--- src/rtl/fifo_ns.sv ---
// FIFO control state machine: tracks write/read acceptance against a lagging
// occupancy count, raises status strobes, and counts rejected operations.
module fifo_ns #(
  parameter int DEPTH = 8
) (
  input  logic       clk,
  input  logic       reset_n,
  input  logic       wr_en,
  input  logic       rd_en,
  input  logic [3:0] data_count,
  input  logic       err_clr,
  output logic [2:0] state,
  output logic       full,
  output logic       empty,
  output logic       wr_ack,
  output logic       wr_err,
  output logic       rd_ack,
  output logic       rd_err,
  output logic [7:0] ovf_cnt,
  output logic [7:0] udf_cnt
);

  localparam logic [2:0] INIT     = 3'b000;
  localparam logic [2:0] NO_OP    = 3'b001;
  localparam logic [2:0] WRITE    = 3'b010;
  localparam logic [2:0] WR_ERROR = 3'b011;
  localparam logic [2:0] READ     = 3'b100;
  localparam logic [2:0] RD_ERROR = 3'b101;

  localparam logic [3:0] CAP = 4'(DEPTH);

  logic [2:0] next_state;
  logic [4:0] eff_raw;
  logic [3:0] eff;

  function automatic logic [3:0] clamp_eff(input logic [4:0] v);
    if (v > {1'b0, CAP}) return CAP;
    return v[3:0];
  endfunction

  function automatic logic [7:0] sat_inc(input logic [7:0] v);
    if (v == 8'hFF) return v;
    return v + 8'd1;
  endfunction

  // The count register lags the state by one cycle; fold in the in-flight op.
  always_comb begin
    eff_raw = {1'b0, data_count};
    case (state)
      WRITE:   eff_raw = {1'b0, data_count} + 5'd1;
      READ:    eff_raw = (data_count == 4'd0) ? 5'd0 : {1'b0, data_count} - 5'd1;
      default: eff_raw = {1'b0, data_count};
    endcase
    eff = clamp_eff(eff_raw);
  end

  assign full  = (eff >= CAP);
  assign empty = (eff == 4'd0);

  // Simultaneous requests fall through to NO_OP without counting an error.
  always_comb begin
    next_state = NO_OP;
    case ({wr_en, rd_en})
      2'b10:   next_state = (eff < CAP)   ? WRITE : WR_ERROR;
      2'b01:   next_state = (eff > 4'd0)  ? READ  : RD_ERROR;
      default: next_state = NO_OP;
    endcase
  end

  always_ff @(posedge clk or negedge reset_n) begin
    if (!reset_n) state <= INIT;
    else          state <= next_state;
  end

  always_ff @(posedge clk or negedge reset_n) begin
    if (!reset_n) begin
      ovf_cnt <= 8'd0;
      udf_cnt <= 8'd0;
    end else if (err_clr) begin
      ovf_cnt <= 8'd0;
      udf_cnt <= 8'd0;
    end else begin
      if (next_state == WR_ERROR) ovf_cnt <= sat_inc(ovf_cnt);
      if (next_state == RD_ERROR) udf_cnt <= sat_inc(udf_cnt);
    end
  end

  assign wr_ack = (state == WRITE);
  assign wr_err = (state == WR_ERROR);
  assign rd_ack = (state == READ);
  assign rd_err = (state == RD_ERROR);

endmodule

--- config.mk ---
export PLATFORM = sky130hd
export DESIGN_NAME = fifo_ns
export DESIGN_NICKNAME = d
export VERILOG_FILES = /design/src/rtl/fifo_ns.sv
export SDC_FILE = /design/constraint.sdc
export NUM_CORES = 1
export LEC_CHECK = 0
export BUFFER_PORTS_ARGS = -buffer_cell sky130_fd_sc_hd__buf_4
export CORE_AREA = 10 10 63 65
export CTS_CLUSTER_SIZE = 14
export DETAILED_ROUTE_END_ITERATION = 16
export DIE_AREA = 0 0 73 75
export GPL_TIMING_DRIVEN = 1
export PLACE_DENSITY = 0.81
export SYNTH_ARGS = -nofsm -noshare
export SYNTH_HDL_FRONTEND = slang
export SYNTH_SLANG_ARGS = --single-unit
export TNS_END_PERCENT = 30
--- constraint.sdc ---
create_clock -name clk -period 6.75 [get_ports clk]
set_input_delay 0.675 -clock clk [delete_from_list [all_inputs] [get_ports clk]]
set_output_delay 0.675 -clock clk [all_outputs]
set_load 0.01 [all_outputs]
==> flow_summary.json <==
{
  "slowest_stage": "or3b_4",
  "die_y_um": 75,
  "seq_power_share_pct": 53.3,
  "clk_path_buf_depth": 2,
  "drv_cap": 0,
  "grt_pass1_vias": 1212,
  "dpl_cell_area_mm2": 0.00158,
  "finalWirelength_um": 3280,
  "combPwrFrac_pct": 20.0,
  "synth_cells": 142,
  "synth-seq-area-share_pct": 35.5,
  "crit_top_cell": "buf_4",
  "cp_num_buf_inv": 3,
  "p_leak_nw": 0.695,
  "cts_sinks": 19,
  "cts_setup_buffers": 0,
  "finalPower_uw": 228,
  "cpLargestDelayFamily": "simple AND/OR/NAND/NOR gates",
  "synth-seq-cells": 19,
  "dp_hpwl_um": 2460,
  "synth_nets": 157,
  "clk_latency_ns": 0.31,
  "overflow": 0,
  "hold_violations": 0,
  "firstDrtPassIters": 4,
  "h-tree-depth": 1,
  "slew_violations": 0,
  "fin_crit_ns": 2.93,
  "max-vdd-ir-drop_mv": 0.106,
  "min_period_over_period_pct": 43.3,
  "drive_gt1_share_pct": 26.2,
  "drtIter0Drc": 109,
  "swShare_pct": 30.8,
  "whs_ns": 0.214,
  "die_w_um": 73,
  "fin_nets": 188,
  "cp-start-kind": "primary input",
  "drtAntennaViolNets": 0,
  "syn_area_per_cell_um2": 9.44,
  "via_per_inst": 6.11,
  "postLayoutCellArea_mm2": 0.00161,
  "post_cts_resized": 0,
  "io_pins": 34,
  "slew_headroom_pct": 62.8,
  "clock_power_share_pct": 26.7,
  "cellInternalPower_uw": 158,
  "path_max_fanout": 8,
  "max_freq_mhz": 342,
  "cts-hold-fix-buffers": 0,
  "cp_cell_sequence": "buf_4, inv_1, ha_1, or3b_4, nand3_1, a32oi_4, nor3_1, buf_4",
  "diodes": 0,
  "arrival_ns": 2.25,
  "hp-class": "in2async",
  "grt_pass1_wl_um": 5730,
  "remaining_drc_errors": 0,
  "vias": 1240,
  "io_buffer_count": 33,
  "dieArea_mm2": 0.00548,
  "area_growth_pct": 19.8,
  "syn_area_mm2": 0.00134,
  "setup_slack_ns": 3.82,
  "gp_congestion": 0.825,
  "p_per_area_mw_per_mm2": 142,
  "cts_tree": "built",
  "setup_tns_ns": 0,
  "grt_antenna_before_repair": 0,
  "end_kind": "primary output",
  "worstPathRequired_ns": 6.07,
  "wl_per_cell_um": 16.2,
  "finalSetupViolCount": 0,
  "p_sw_uw": 70.5,
  "clock-root-buffer": "clkbuf_4",
  "yosys_warnings": 0,
  "synth.distinct_cells": 43,
  "core-area_mm2": 0.00271,
  "fp-row-count": 19,
  "crit_path_max_incr_delay_ns": 0.43,
  "rsz0062_at_grt": "false",
  "cts_buffers": 3,
  "worst_pin_slew_ns": 0.556,
  "clk_pin_slew_ns": 0.11,
  "crit_type": "in2out",
  "fin_skew_ns": 0.000518,
  "grt_max_degree": 20,
  "grt_use_total_pct": 12.5,
  "start_util_pct": 49.4,
  "pre_cts_slack_ns": 3.74,
  "status": "finished clean"
}
cells by family (layout without fill, tap and decap cells):
logic type | after synthesis | in the layout | share of synthesized area [%]
adders and majority gates | 6 | 6 | 5.60
muxes | 1 | 1 | 0.747
xor gates and xnor gates | 4 | 4 | 2.61
DFF | 19 | 19 | 35.5
buffers and inverters | 13 | 43 | 5.32
and+or+nand+nor | 58 | 58 | 28.7
AOI/OAI and AO/OA | 41 | 41 | 21.6
state kept, by name, summed over array words and instances (netlist names):
register  count
ovf_cnt       8
udf_cnt       8
state         3
metrics by stage:
| step | utilization (%) | std cells |
|---|---|---|
| 2_1_floorplan | - | 142 |
| 3_3_place_gp | 58.2 | 199 |
| 3_5_place_dp | 58.2 | 199 |
| 4_1_cts | 59.2 | 203 |
| 5_1_grt | 59.2 | 203 |
| 6_report | 59.2 | 203 |
power groups by stage:
stage	registers (mW)	logic, mW	clock network (mW)
after floorplan	0.121	0.0323	0
after global placement	0.124	0.0449	0
after detailed placement	0.124	0.0459	0
after CTS	0.122	0.0463	0.0611
after global routing	0.123	0.0510	0.0669
final	0.122	0.0457	0.0611
cells in the mapped netlist (all sizes together):
cell    number  area [um^2]
a21o         1         7.51
a21oi       16         83.8
a221o        1         11.3
a22oi        1         7.51
a32oi        1         27.5
a41oi        1         8.76
and2         4         25.0
and3         3         18.8
and4         1         8.76
buf          5         41.3
clkbuf       2         7.51
dfrtp       19          475
ha           6         75.1
inv          6         22.5
mux2i        1         10.0
nand2        5         18.8
nand2b       1         6.26
nand3        8         40.0
nand3b       4         42.5
nand4        3         18.8
nor2         6         22.5
nor2b        2         12.5
nor3         2         10.0
nor3b        4         46.3
nor4         2         12.5
nor4bb       1         10.0
o211ai       4         30.0
o21a         1         7.51
o21ai        5         28.8
o31a         1         8.76
o31ai        9         67.6
or3          2         12.5
or3b         1         11.3
or4          9         67.6
xnor2        1         8.76
xor2         3         26.3
cell usage in the layout, fill, tap and decap left out, drive strengths merged, types with 2 or more instances in the layout:
master  instances
a21oi          16
and2            4
and3            3
buf            33
clkbuf          3
dfrtp          19
ha              6
inv             6
nand2           5
nand3           8
nand3b          4
nand4           3
nor2            6
nor2b           2
nor3            2
nor3b           4
nor4            2
o211ai          4
o21ai           5
o31ai           9
or3             2
or4             9
xor2            3
final timing paths:
| kind | start | slack [ns] | end | cells past startpoint |
|---|---|---|---|---|
| worst min register to register | udf_cnt[6] | 0.58 | udf_cnt[6] | 2 |
| min in group clk | udf_cnt[6] | 0.58 | udf_cnt[6] | 2 |
| worst max-delay path | data_count[1] | 3.82 | empty | 8 |
| worst min-delay path | reset_n | 0.21 | ovf_cnt[0] | 1 |
| max in group asynchronous | reset_n | 6.34 | state[1] | 1 |
| worst max register to register | state[1] | 4.26 | udf_cnt[7] | 6 |
layout make-up:
cell class	instances	area [um^2]
fillers	236	1100
well taps	31	38.8
clock inverters	1	5.00
flip-flops and latches	19	475
repair buffers	33	248
multi-input cells	110	793
clock buffers	3	22.5
inverters	6	22.5
metal layers:
layer	global-route usage (%)	vias to the layer above	routed length, um
li1	-	604	-
met1	15.5	595	1390
met2	20.8	37	1700
met3	2.50	4	154
met4	4.64	0	40
met5	0	-	0
Power figures use the tool's default switching activity.
